$ cat config.mk
export PLATFORM = sky130hd
export DESIGN_NAME = mem_port_arb
export DESIGN_NICKNAME = d
export VERILOG_FILES = /design/src/rtl/sisc_pkg.sv /design/src/rtl/rr_arb2.sv /design/src/rtl/mem_port_arb.sv
export SDC_FILE = /design/constraint.sdc
export NUM_CORES = 1
export LEC_CHECK = 0
export BUFFER_PORTS_ARGS = -buffer_cell sky130_fd_sc_hd__clkbuf_2
export CORE_MARGIN = 2
export CORE_UTILIZATION = 45
export CTS_CLUSTER_DIAMETER = 80
export DETAILED_ROUTE_END_ITERATION = 6
export HOLD_SLACK_MARGIN = 0.03
export PLACE_DENSITY = 0.75
export SETUP_SLACK_MARGIN = 0.05
export SYNTH_ARGS = -nofsm -noshare
export SYNTH_HDL_FRONTEND = slang
export SYNTH_SLANG_ARGS = --single-unit
$ cat constraint.sdc
create_clock -name clk -period 2.8 [get_ports clk]
set_input_delay 0.28 -clock clk [delete_from_list [all_inputs] [get_ports clk]]
set_output_delay 0.28 -clock clk [all_outputs]
set_load 0.02 [all_outputs]
$ cat src/rtl/sisc_pkg.sv
// Shared SISC definitions: arbiter state encoding, grant ids
// and default bus widths.
package sisc_pkg;

  localparam int AW_D = 16;
  localparam int DW_D = 32;

  typedef enum logic [1:0] {
    ST_IDLE  = 2'd0,
    ST_ISSUE = 2'd1,
    ST_WAIT  = 2'd2,
    ST_ACK   = 2'd3
  } state_e;

  localparam logic GNT_IF = 1'b0;
  localparam logic GNT_D  = 1'b1;

endpackage

$ cat src/rtl/rr_arb2.sv
// Two-way round-robin grant; last_grant only advances on an
// enabled grant so a losing request wins the next sample.
module rr_arb2
  import sisc_pkg::*;
(
  input  logic       clk,
  input  logic       rst_f,
  input  logic       i_en,
  input  logic [1:0] i_req,
  output logic       o_vld,
  output logic       o_id
);

  logic r_last;
  logic w_id;

  always_comb begin
    w_id = GNT_IF;
    unique case (1'b1)
      (i_req[0] & i_req[1]):  w_id = ~r_last;
      (i_req[1] & ~i_req[0]): w_id = GNT_D;
      default:                w_id = GNT_IF;
    endcase
  end

  assign o_vld = i_en & (|i_req);
  assign o_id  = w_id;

  // Reset to DATA so fetch wins the first tie
  always_ff @(posedge clk or negedge rst_f) begin
    if (!rst_f)
      r_last <= GNT_D;
    else if (o_vld)
      r_last <= w_id;
  end

endmodule

$ cat src/rtl/mem_port_arb.sv
// Shares the single-port main memory between instruction fetch
// and data access; one access in flight, all outputs registered.
module mem_port_arb
  import sisc_pkg::*;
#(
  parameter int AW     = AW_D,
  parameter int DW     = DW_D,
  parameter int RD_LAT = 1
) (
  input  logic          clk,
  input  logic          rst_f,
  input  logic          if_req,
  input  logic [AW-1:0] if_addr,
  output logic          if_ack,
  output logic [DW-1:0] if_rdata,
  input  logic          d_req,
  input  logic          d_we,
  input  logic [AW-1:0] d_addr,
  input  logic [DW-1:0] d_wdata,
  output logic          d_ack,
  output logic [DW-1:0] d_rdata,
  output logic          mem_en,
  output logic          mem_we,
  output logic [AW-1:0] mem_addr,
  output logic [DW-1:0] mem_wdata,
  input  logic [DW-1:0] mem_rdata,
  output logic          busy
);

  localparam logic [2:0] LAT = 3'(RD_LAT);

  state_e        r_state;
  state_e        w_nxt;
  logic          w_vld;
  logic          w_id;
  logic          w_we;
  logic          r_gnt;
  logic          r_we;
  logic [2:0]    r_cnt;
  logic          r_if_ack;
  logic          r_d_ack;
  logic [DW-1:0] r_if_rdata;
  logic [DW-1:0] r_d_rdata;
  logic          r_mem_en;
  logic          r_mem_we;
  logic [AW-1:0] r_mem_addr;
  logic [DW-1:0] r_mem_wdata;
  logic          r_busy;

  rr_arb2 u_arb (
    .clk   (clk),
    .rst_f (rst_f),
    .i_en  (r_state == ST_IDLE),
    .i_req ({d_req, if_req}),
    .o_vld (w_vld),
    .o_id  (w_id)
  );

  assign w_we = (w_id == GNT_D) & d_we;

  always_comb begin
    w_nxt = r_state;
    unique case (r_state)
      ST_IDLE:  if (w_vld) w_nxt = ST_ISSUE;
      ST_ISSUE: w_nxt = r_we ? ST_ACK : ST_WAIT;
      ST_WAIT:  if (r_cnt == 3'd1) w_nxt = ST_ACK;
      ST_ACK:   w_nxt = ST_IDLE;
      default:  w_nxt = ST_IDLE;
    endcase
  end

  always_ff @(posedge clk or negedge rst_f) begin
    if (!rst_f)
      r_state <= ST_IDLE;
    else
      r_state <= w_nxt;
  end

  always_ff @(posedge clk or negedge rst_f) begin
    if (!rst_f) begin
      r_gnt       <= GNT_IF;
      r_we        <= 1'b0;
      r_cnt       <= '0;
      r_if_ack    <= 1'b0;
      r_d_ack     <= 1'b0;
      r_if_rdata  <= '0;
      r_d_rdata   <= '0;
      r_mem_en    <= 1'b0;
      r_mem_we    <= 1'b0;
      r_mem_addr  <= '0;
      r_mem_wdata <= '0;
      r_busy      <= 1'b0;
    end else begin
      r_mem_en <= (w_nxt == ST_ISSUE);
      r_mem_we <= 1'b0;
      r_busy   <= (w_nxt != ST_IDLE);
      r_if_ack <= (w_nxt == ST_ACK) && (r_gnt == GNT_IF);
      r_d_ack  <= (w_nxt == ST_ACK) && (r_gnt == GNT_D);
      // Latch the winner so later request changes are ignored
      if (r_state == ST_IDLE && w_vld) begin
        r_gnt      <= w_id;
        r_we       <= w_we;
        r_mem_we   <= w_we;
        r_mem_addr <= (w_id == GNT_D) ? d_addr : if_addr;
        if (w_id == GNT_D)
          r_mem_wdata <= d_wdata;
      end
      if (r_state == ST_ISSUE)
        r_cnt <= LAT;
      else if (r_state == ST_WAIT)
        r_cnt <= r_cnt - 3'd1;
      if (r_state == ST_WAIT && r_cnt == 3'd1) begin
        if (r_gnt == GNT_IF)
          r_if_rdata <= mem_rdata;
        else
          r_d_rdata <= mem_rdata;
      end
    end
  end

  assign if_ack    = r_if_ack;
  assign d_ack     = r_d_ack;
  assign if_rdata  = r_if_rdata;
  assign d_rdata   = r_d_rdata;
  assign mem_en    = r_mem_en;
  assign mem_we    = r_mem_we;
  assign mem_addr  = r_mem_addr;
  assign mem_wdata = r_mem_wdata;
  assign busy      = r_busy;

endmodule

# ---- Word level (Yosys, flattened, before mapping)
# Index checks and enable logic that the tools add are counted.
dict set report totals {
  ff_bits 125
  in_bits 101
  output_inout_bits 117
  wordCells 48
}
dict set report classes {
  addsub 1
  eq_ne 6
  muxes 9
  n_bitwise 7
  reduce_logical 11
}
# operator count
set op_table {}
lappend op_table {{$mux 16} 1}
lappend op_table {{$pmux 2 s4} 1}
lappend op_table {{$eq 2x2->1 const B} 3}
lappend op_table {{$mux 3} 2}
lappend op_table {{$reduce_and 2->1} 3}
lappend op_table {{$and 1x1->1} 4}
lappend op_table {{$eq 2x1->1 const B} 2}
lappend op_table {{$logic_and 1x1->1} 4}
lappend op_table {{$mux 2} 2}
lappend op_table {{$reduce_bool 2->1} 2}
lappend op_table {{$eq 3x1->1 const B} 1}
lappend op_table {{$not 1->1} 3}
lappend op_table {{$sub 3x1->3 const B} 1}
lappend op_table {{$logic_not 2->1} 1}
lappend op_table {{$mux 1} 2}
lappend op_table {{$pmux 1 s2} 1}
lappend op_table {{$reduce_or 2->1} 1}

# ---- Depth between registers and ports, before layout
# Gate-level depths: netlist of the first run.
dict set report logic_depth {
  word_depth 6
  depth_mapped 7
  depth_no_buf 5
}

# ---- Modules after synthesis
# Synthesis of the first run repeated with hierarchy kept, for this count alone.
dict set report unflattened {
  cells_unflattened 328
  area_unflattened_um2 5033.6
}
# module instances cells_per_inst area_per_inst_um2 seq_area_each_um2
set modules_own_cells {}
lappend modules_own_cells {mem_port_arb 1 323 4981.0 3103.0}
lappend modules_own_cells {rr_arb2 1 5 52.6 26.3}

# ---- Worst setup path after synthesis of the first run
# No wires, ideal clock.
dict set report synth_path {
  path_kind {reg-to-reg}
  start {register r_state[0]}
  end {register r_if_rdata[10], in the netlist if_rdata[10]}
  setup_time_ns 0.125
  arrival_ns 1.525
  required_ns 2.675
  slack_ns 1.149
  stages_incl_launch_ff 8
  path_buffers 2
  synth_period_minus_slack_ns 1.651
  path_cell_list {dfrtp_1 > inv_1 > ha_1 > and3b_1 > nor2b_1 > buf_6 > buf_6 > mux2_4}
}
dict set report synth_via {
  elab_chain_len 3
}
# item line_no
set synth_lines {}
lappend synth_lines {{start, declared} mem_port_arb.sv:32} ;# state_e r_state;
lappend synth_lines {{start signal, assigned} mem_port_arb.sv:76} ;# r_state <= w_nxt;
lappend synth_lines {{$eq 2x2->1} mem_port_arb.sv:112} ;# if (r_state == ST_WAIT && r_cnt == 3'd1) begin
lappend synth_lines {{$logic_and 1x1->1} mem_port_arb.sv:112}
lappend synth_lines {{$reduce_and 2->1 (no line)} n/a}
lappend synth_lines {{end signal, assigned} mem_port_arb.sv:114} ;# r_if_rdata <= mem_rdata;
lappend synth_lines {{end, declared} mem_port_arb.sv:42} ;# logic [DW-1:0] r_if_rdata;
# Every way passes these cells.
# A chain may end at the register's enable or synchronous reset.

# ---- Worst setup path in the final report of the first run
dict set report layout_path {
  start {register r_state[0]}
  end {register r_if_rdata[0], in the netlist if_rdata[0]}
}
# Same word-level chain as after synthesis.

==> results of run 1 <==
## layout by cell type (no fill, tap or decap), types with 2 or more instances in the layout
cell	synthesis	final
buf_4	2	5
bufinv_16	0	2
ha_1	5	5
mux2i_1	16	16
nand2_1	22	22
clkbuf_8	0	2
inv_1	6	6
mux2_4	58	58
nor2_1	3	3
clkinv_2	0	4
nand2b_1	2	2
dfrtp_1	124	124
buf_12	0	2
clkbuf_16	0	17
mux2_2	38	38
o21ai_0	17	17
clkbuf_2	0	216
clkbuf_1	4	6
## final cells by class
class	instances	share of cell area, %
Inverter	6	0.3262
Clock buffer	25	6.887
Sequential cell	125	45.32
Tap cell	140	2.537
Multi-Input combinational cell	177	26.73
Timing Repair Buffer	224	16.93
Clock inverter	7	1.269
## power by group
group,internal [mW],switching [mW]
clock,1.35,0.743
sequential,2.73,0.526
combinational,1.76,2.13
total,5.84,3.39
## how the worst min path moves through the flow
stage          cells after the start   startpoint             to  slack, ns
2_1_floorplan                      0        rst_f           busy      -0.02
3_3_place_gp                       1        rst_f     d_rdata[3]       0.30
3_5_place_dp                       1        rst_f     d_rdata[3]       0.29
4_1_cts                            2  d_wdata[16]  mem_wdata[16]       0.07
5_1_grt                            2  d_wdata[23]  mem_wdata[23]       0.08
6_report                           2  d_wdata[16]  mem_wdata[16]       0.10
## state kept, by name, summed over array words and instances (netlist names), 2 cells and up
register / count
d_rdata: 32
mem_wdata: 32
r_cnt: 3
r_state: 2
mem_addr: 16
if_rdata: 32
## kinds of logic after synthesis
family / synth area share (%)
buffers and inverters: 2.865
AND/OR/NAND/NOR: 3.330
flip-flops: 61.24
adder cells (fa/ha/maj): 1.224
multiplexers: 28.55
AO/OA/AOI/OAI: 2.791
## metrics by stage
stage | hold WS [ns] | utilization (%)
final | 0.1009 | 62.86
after global routing | 0.08026 | 62.86
after CTS | 0.07172 | 62.86
after detailed placement | 0.2922 | 57.64
after global placement | 0.2959 | 57.64
after floorplan | -0.01559 | -
## per-layer routing
metal	track usage, %	vias to the layer above	part of all wire, %
li1	-	1579	-
met1	23.41	1630	43
met2	30.55	166	47
met3	8.233	11	8.4
met4	7.500	0	1.2
met5	0	-	0
==> results.txt, run 1 <==
Crit path to = if_rdata[0]
Largest net degree at the start of global routing = 66
FF-to-FF path depth = 6
Synth area leaders = dfrtp_1, mux2_4, mux2_2, mux2i_1, o21ai_0
Most common cell in the netlist = dfrtp_1
Vias in the first global route = 3534
R2r startpoint = r_state[0]
Crit-path max cell delay = 0.41 ns
Final Max Tran Viols = 0
Fin Setup TNS = 0 ns
Global-route wire length before repair = 18.38 mm
Residual DRC = 0
Critical-path cell list = inv_1 -> ha_1 -> and3b_1 -> nor2b_4 -> buf_12 -> mux2_2
Total GRT Usage = 19.29%
Die X = 110.6 um
Synth Register Bits = 125
DRT Pass-1 Iters = 4
Hold_buf cts = 1
Layout area overhead = 35.11%
Die Footprint = 12220 sq um
CP Depth = 6
PnR Total Power = 9.238 mW
Setup Slack @ Placement = 0.8821 ns
RSZ-0062 raised after global routing = no
Synth area leader = dfrtp_1
Post-synth top area share = 60.72%
Worst path slowest cell = dfrtp_1
Clock Sinks = 125
CORE AREA = 10980 sq um
Kind of critical path = register to register
Root buffer cell = clkbuf_16
Maxcap violations = 0
HPWL after detailed placement = 8.128 mm
Worst Slack Setup Final = 0.8632 ns
Post-synth top cells = dfrtp_1, mux2_4, mux2_2
Clock transition at the registers of the reported paths = 0.05 ns
Library cells used by synthesis = 29
CTS tree = built
Area of the multi-input gates = 1846 sq um
Max Root-Sink Buffers = 2
Initial core utilization = 46.53%
Worst skew pair latency = 0.41 ns
Reg2reg end = if_rdata[0]
Syn_nets = 430
Post-synth EDFFs = 0
PostCTS Resize Cnt = 0
Critical path's top delay family = simple AND/OR/NAND/NOR gates
DRC violation total after the first TritonRoute iteration = 205
Run status = complete, no violations
FP Rows = 38
FFs w/ async S/R, synth = 100.0%
ANT nets after route = 0
Endpoint type of the worst setup path = register
Final period util = 69.17%
Port Buffers = 217
Register area = 3129 sq um
Synthesized cell area = 5110 sq um
Post-synthesis sequential area ratio = 61.24%
Final worst path period need = 1.937 ns
Synth Warn # = 0
Worst path arrival time = 2.23 ns
R2R Setup Slk = 0.86 ns
IR drop worst, VDD = 0.0008149 V
Drt via density = 4.810
Final nets = 657
Placed insts = 671
Gate count of the mapped netlist = 324
WP buf/inv = 2
CP Launch Type = register
Layout cells sized above 1 = 62.06%
Post-CTS Setup Bufs = 0
Die H = 110.6 um
Crit Path Max Fanout = 27
Fin cells = 704
Final setup fails = 0
Filler instances = 818
DR WL/cell = 15.89 um
Final instance area = 6904 sq um
Routability Congestion = 0.7905
Antenna violations before repair = 0
Slew @ Worst Pin = 0.6094 ns
Area post-placement = 6331 sq um
Worst Path Required = 3.10 ns
Antenna cell count = 0
PD cells = 1338 nW/um^2
Syn_area_per_cell = 15.77 sq um
HP Class = primary input to register
Io pins = 218
Final Hold Viols = 0
Clk_skew = 0.006386 ns
Total number of vias = 3386
TritonCTS buffer count = 17
Primary FF master, synth = dfrtp_1
Routed wire length = 11.19 mm
Worst Setup SP = r_state[0]
H-tree levels = 4
Relative slew slack = 59.37%
Fmax = 516.3 MHz
Total gr overflow = 0
Leak = 3.647 nW
(Power assumes the default switching activity.)
==> inputs of run 2 (changes only) <==
==> constraint.sdc (replaced) <==
create_clock -name clk -period 2 [get_ports clk]
set_input_delay 0.2 -clock clk [delete_from_list [all_inputs] [get_ports clk]]
set_output_delay 0.2 -clock clk [all_outputs]
set_load 0.02 [all_outputs]
==> results.txt, run 2 (same netlist as run 1, synthesis figures left out) <==
Run status = complete, no violations (unchanged)
Crit Path Max Fanout = 32 (was 27)
DR WL/cell = 16.09 um (was 15.89 um)
Routed wire length = 12.07 mm (was 11.19 mm)
Sequential Power Share = 34.9% (was 35.2%)
Port Buffers = 217 (unchanged)
Layout area overhead = 44.81% (was 35.11%)
Internal power = 8.255 mW (was 5.844 mW)
Vias in the first global route = 3948 (was 3534)
RSZ-0062 raised after global routing = no (unchanged)
Drt via density = 4.800 (was 4.810)
Clock transition at the registers of the reported paths = 0.05 ns (about the same)
Largest net degree at the start of global routing = 66 (unchanged)
FP Rows = 38 (unchanged)
CTS tree = built (unchanged)
Io pins = 218 (unchanged)
Global-route wire length before repair = 20.22 mm (was 18.38 mm)
CP Launch Type = register (unchanged)
H-tree levels = 4 (unchanged)
Die Footprint = 12220 sq um (unchanged)
Comb pwr share = 42.5% (was 42.1%)
Final core occ = 67.37% (was 62.86%)
Final Hold Viols = 0 (unchanged)
PD cells = 1774 nW/um^2 (was 1338 nW/um^2)
WHS = 0.04757 ns (was 0.1009 ns)
Slew @ Worst Pin = 1.063 ns (was 0.6094 ns)
Final Max Tran Viols = 0 (unchanged)
Final worst path period need = 1.822 ns (was 1.937 ns)
Final period util = 91.10% (was 69.17%)
Final setup fails = 0 (unchanged)
DRC violation total after the first TritonRoute iteration = 172 (was 205)
Clk_skew = 0.005137 ns (was 0.006386 ns)
PostCTS Resize Cnt = 0 (unchanged)
Maxcap violations = 0 (unchanged)
Clock share of power = 22.6% (was 22.7%)
Endpoint type of the worst setup path = register (unchanged)
HPWL after detailed placement = 7.972 mm (was 8.128 mm)
Clock Sinks = 125 (unchanged)
CORE AREA = 10980 sq um (unchanged)
ANT nets after route = 0 (unchanged)
Max Root-Sink Buffers = 2 (unchanged)
Root buffer cell = clkbuf_16 (unchanged)
Total gr overflow = 0 (unchanged)
IR drop worst, VDD = 0.001026 V (was 0.0008149 V)
TritonCTS buffer count = 17 (unchanged)
Switching pwr = 4.875 mW (was 3.394 mW)
Final nets = 703 (was 657)
Fmax = 548.9 MHz (was 516.3 MHz)
Antenna cell count = 0 (unchanged)
Leak = 3.848 nW (was 3.647 nW)
Die X = 110.6 um (unchanged)
Relative slew slack = 29.10% (was 59.37%)
Kind of critical path = register to register (unchanged)
Worst path arrival time = 2.11 ns (was 2.23 ns)
Antenna violations before repair = 0 (unchanged)
Initial core utilization = 46.53% (unchanged)
Residual DRC = 0 (unchanged)
HP Class = primary input to register (unchanged)
Total number of vias = 3600 (was 3386)
DRT Pass-1 Iters = 4 (unchanged)
Worst Path Required = 2.29 ns (was 3.10 ns)
Layout cells sized above 1 = 58.36% (was 62.06%)
Worst skew pair latency = 0.41 ns (about the same)
Switching Share = 37.13% (was 36.74%)
Routability Congestion = 0.8140 (was 0.7905)
Most frequent cells in the layout = clkbuf_2, dfrtp_1, mux2_4 (unchanged)
Total GRT Usage = 20.99% (was 19.29%)
Fin Setup TNS = 0 ns (unchanged)
Most common cell after layout, fill and taps aside = clkbuf_2 (unchanged)
Die H = 110.6 um (unchanged)
## run 2: changes by cell type in the layout (fill, tap and decap cells not counted)
cell / change
buf_12: +2
clkbuf_1: -4
clkinvlp_4: +4
dlygate4sd3_1: +44
## run 2: cell type report
class,count,area [sq um]
multi-input cells,177,1846
well taps,140,175.2
clock inverters,11,117.6
repair buffers,270,1649
fillers,762,3583
flip-flops and latches,125,3129
clock buffers,21,460.4
inverters,6,22.52
## run 2: critical path, stage by stage (launching register included)
cell,delay [ns]
dfrtp_1,0.41
inv_1,0.10
ha_1,0.18
and3b_1,0.21
nor2b_4,0.17
buf_12,0.26
mux2_2,0.37
## run 2: power groups by stage
stage | registers [mW] | clock network, mW | logic [mW]
4_1_cts | 4.56 | 3.03 | 5.61
5_1_grt | 4.74 | 3.15 | 5.97
3_5_place_dp | 4.56 | 0 | 5.54
2_1_floorplan | 5.92 | 0 | 2.31
3_3_place_gp | 4.52 | 0 | 5.37
6_report | 4.58 | 2.97 | 5.58
## run 2: final timing paths
| kind | startpoint | to | slack [ns] | cells past startpoint |
|---|---|---|---|---|
| max in group asynchronous | rst_f | mem_wdata[16] | 1.02 | 3 |
| min | mem_rdata[22] | if_rdata[22] | 0.05 | 2 |
| max reg2reg | r_state[0] | if_rdata[0] | 0.18 | 6 |
| min in group asynchronous | rst_f | if_rdata[3] | 0.29 | 2 |
| max | r_state[0] | if_rdata[0] | 0.18 | 6 |
| min reg2reg | u_arb.r_last | u_arb.r_last | 0.47 | 2 |
## run 2: routing by layer
metal | global-route usage, % | part of all wire (%) | vias up
li1 | - | - | 1674
met3 | 6.970 | 7.7 | 20
met5 | 0 | 0 | -
met4 | 8.833 | 2.1 | 0
met2 | 34.36 | 49 | 185
met1 | 25.52 | 42 | 1721
## run 2: through the flow
step	power (mW)	instances	instance area [sq um]	worst slack [ns]
after global placement	9.892	673	6371	0.2629
final	13.13	750	7400	0.1781
after floorplan	8.235	324	5110	0.3495
after CTS	13.20	750	7400	0.1707
after detailed placement	10.11	673	6371	0.1941
after global routing	13.86	750	7400	0.09448
## run 2: timing repair
action	CTS	global route
endpoints found under the setup margin	0	0
hold buffers	45	0
endpoints found under the hold margin	80	0
buffers inserted	0	0
==> inputs of run 3 (changes only) <==
--- a/config.mk
+++ b/config.mk
@@ -5,14 +5,13 @@
 export SDC_FILE = /design/constraint.sdc
 export NUM_CORES = 1
 export LEC_CHECK = 0
-export BUFFER_PORTS_ARGS = -buffer_cell sky130_fd_sc_hd__clkbuf_2
+export BUFFER_PORTS_ARGS = -buffer_cell sky130_fd_sc_hd__buf_2
 export CORE_MARGIN = 2
 export CORE_UTILIZATION = 45
 export CTS_CLUSTER_DIAMETER = 80
 export DETAILED_ROUTE_END_ITERATION = 6
 export HOLD_SLACK_MARGIN = 0.03
 export PLACE_DENSITY = 0.75
-export SETUP_SLACK_MARGIN = 0.05
 export SYNTH_ARGS = -nofsm -noshare
 export SYNTH_HDL_FRONTEND = slang
 export SYNTH_SLANG_ARGS = --single-unit
==> constraint.sdc (replaced) <==
create_clock -name clk -period 2.1 [get_ports clk]
set_input_delay 0.21 -clock clk [delete_from_list [all_inputs] [get_ports clk]]
set_output_delay 0.21 -clock clk [all_outputs]
set_load 0.02 [all_outputs]
==> results.txt, run 3 (same netlist as run 1, synthesis figures left out) <==
Hold_sp = d_wdata[21] (was mem_rdata[22])
RSZ-0062 raised after global routing = no (unchanged)
Post-CTS Setup Bufs = 0 (unchanged)
Worst path slowest cell = dfrtp_1 (unchanged)
IR drop worst, VDD = 0.0009595 V (was 0.001026 V)
Worst skew pair latency = 0.41 ns (about the same)
Total number of vias = 3615 (was 3600)
Crit-path max cell delay = 0.42 ns (was 0.41 ns)
Die Footprint = 12220 sq um (unchanged)
Placed insts = 671 (was 673)
Root buffer cell = clkbuf_16 (unchanged)
Total gr overflow = 0 (unchanged)
TritonCTS buffer count = 17 (unchanged)
Layout cells sized above 1 = 59.08% (was 58.36%)
Most common cell after layout, fill and taps aside = buf_2 (was clkbuf_2)
CTS tree = built (unchanged)
Clock Sinks = 125 (unchanged)
Die H = 110.6 um (unchanged)
Die X = 110.6 um (unchanged)
Final core occ = 65.41% (was 67.37%)
HPWL after detailed placement = 8.059 mm (was 7.972 mm)
Leak = 3.738 nW (was 3.848 nW)
WP buf/inv = 2 (unchanged)
Routed wire length = 12.44 mm (was 12.07 mm)
Run status = complete, no violations (unchanged)
ANT nets after route = 0 (unchanged)
Initial core utilization = 46.53% (unchanged)
Maxcap violations = 0 (unchanged)
Drt via density = 4.959 (was 4.800)
Critical-path cell list = inv_1 -> ha_1 -> and3b_1 -> nor2b_4 -> buf_12 -> mux2_2 (unchanged)
Antenna cell count = 0 (unchanged)
Worst Slack Setup Final = 0.2957 ns (was 0.1781 ns)
Worst path arrival time = 2.09 ns (was 2.11 ns)
Final setup fails = 0 (unchanged)
FP Rows = 38 (unchanged)
HP Class = primary input to register (unchanged)
Final Max Tran Viols = 0 (unchanged)
DR WL/cell = 17.07 um (was 16.09 um)
Fmax = 554.2 MHz (was 548.9 MHz)
Kind of critical path = register to register (unchanged)
DRC violation total after the first TritonRoute iteration = 207 (was 172)
Crit Path Max Fanout = 32 (unchanged)
Clock transition at the registers of the reported paths = 0.05 ns (about the same)
Worst Setup SP = r_state[0] (unchanged)
Max Root-Sink Buffers = 2 (unchanged)
Io pins = 218 (unchanged)
PD cells = 1706 nW/um^2 (was 1774 nW/um^2)
Critical path's top delay family = flip-flops (unchanged)
Largest net degree at the start of global routing = 73 (was 66)
Worst Path Required = 2.39 ns (was 2.29 ns)
Vias in the first global route = 3880 (was 3948)
Setup Slack @ Placement = 0.3091 ns (was 0.1941 ns)
Final Hold Viols = 0 (unchanged)
Fin Setup TNS = 0 ns (unchanged)
Residual DRC = 0 (unchanged)
Most frequent cells in the layout = buf_2, dfrtp_1, mux2_4 (was clkbuf_2, dfrtp_1, mux2_4)
Global-route wire length before repair = 20.23 mm (was 20.22 mm)
H-tree levels = 4 (unchanged)
Relative slew slack = 24.19% (was 29.10%)
Final worst path period need = 1.804 ns (was 1.822 ns)
Routability Congestion = 0.7941 (was 0.8140)
Fin cells = 729 (was 750)
Antenna violations before repair = 0 (unchanged)
DRT Pass-1 Iters = 4 (unchanged)
CP Launch Type = register (unchanged)
R2r startpoint = r_state[0] (unchanged)
CORE AREA = 10980 sq um (unchanged)
Final period util = 85.92% (was 91.10%)
Port Buffers = 217 (unchanged)
Layout area overhead = 40.60% (was 44.81%)
Slew @ Worst Pin = 1.137 ns (was 1.063 ns)
Clk_skew = 0.006002 ns (was 0.005137 ns)
Final nets = 686 (was 703)
Total GRT Usage = 21.09% (was 20.99%)
Endpoint type of the worst setup path = register (unchanged)
PnR Total Power = 12.25 mW (was 13.13 mW)
## run 3: worst paths after layout
check | depth (start not counted) | slack (ns) | end
setup / recovery | 6 | 0.30 | if_rdata[0]
hold / removal | 2 | 0.05 | mem_wdata[21]
setup reg to reg | 6 | 0.30 | if_rdata[0]
hold reg to reg | 2 | 0.48 | mem_addr[4]
max in group asynchronous | 3 | 1.12 | mem_wdata[3]
min in group asynchronous | 2 | 0.27 | if_rdata[3]
## run 3: power breakdown
group	internal (mW)	switching, mW
Combinational	2.43	2.91
Sequential	3.64	0.687
Clock	1.67	0.925
Total	7.73	4.52
## run 3: area by class of cell
class                           instances  area, sq um
Clock buffer                           27        523.0
Clock inverter                          1        5.005
Fill cell                             785         3799
Inverter                                6        22.52
Multi-Input combinational cell        177         1846
Sequential cell                       125         3129
Tap cell                              140        175.2
Timing Repair Buffer                  253         1484
## run 3: stage by stage
stage,area (sq um),hold WS (ns)
after floorplan,5110,-0.08559
after global placement,6356,0.1215
after detailed placement,6356,0.1216
after CTS,7184,0.03012
after global routing,7184,0.03289
final,7184,0.04662
## run 3: layer usage
metal  up-vias  GRT usage [%]  wire (um)
li1       1639              -          -
met1      1782          25.09       5062
met2       174          34.93       6200
met3        20          8.727       1000
met4         0          6.667        179
met5         -              0          0
## run 3: repair_timing
action / 4_1_cts / 5_1_grt
hold endpoints to repair: 51 / 0
gates resized for setup: 0 / 0
hold buffers: 30 / 0
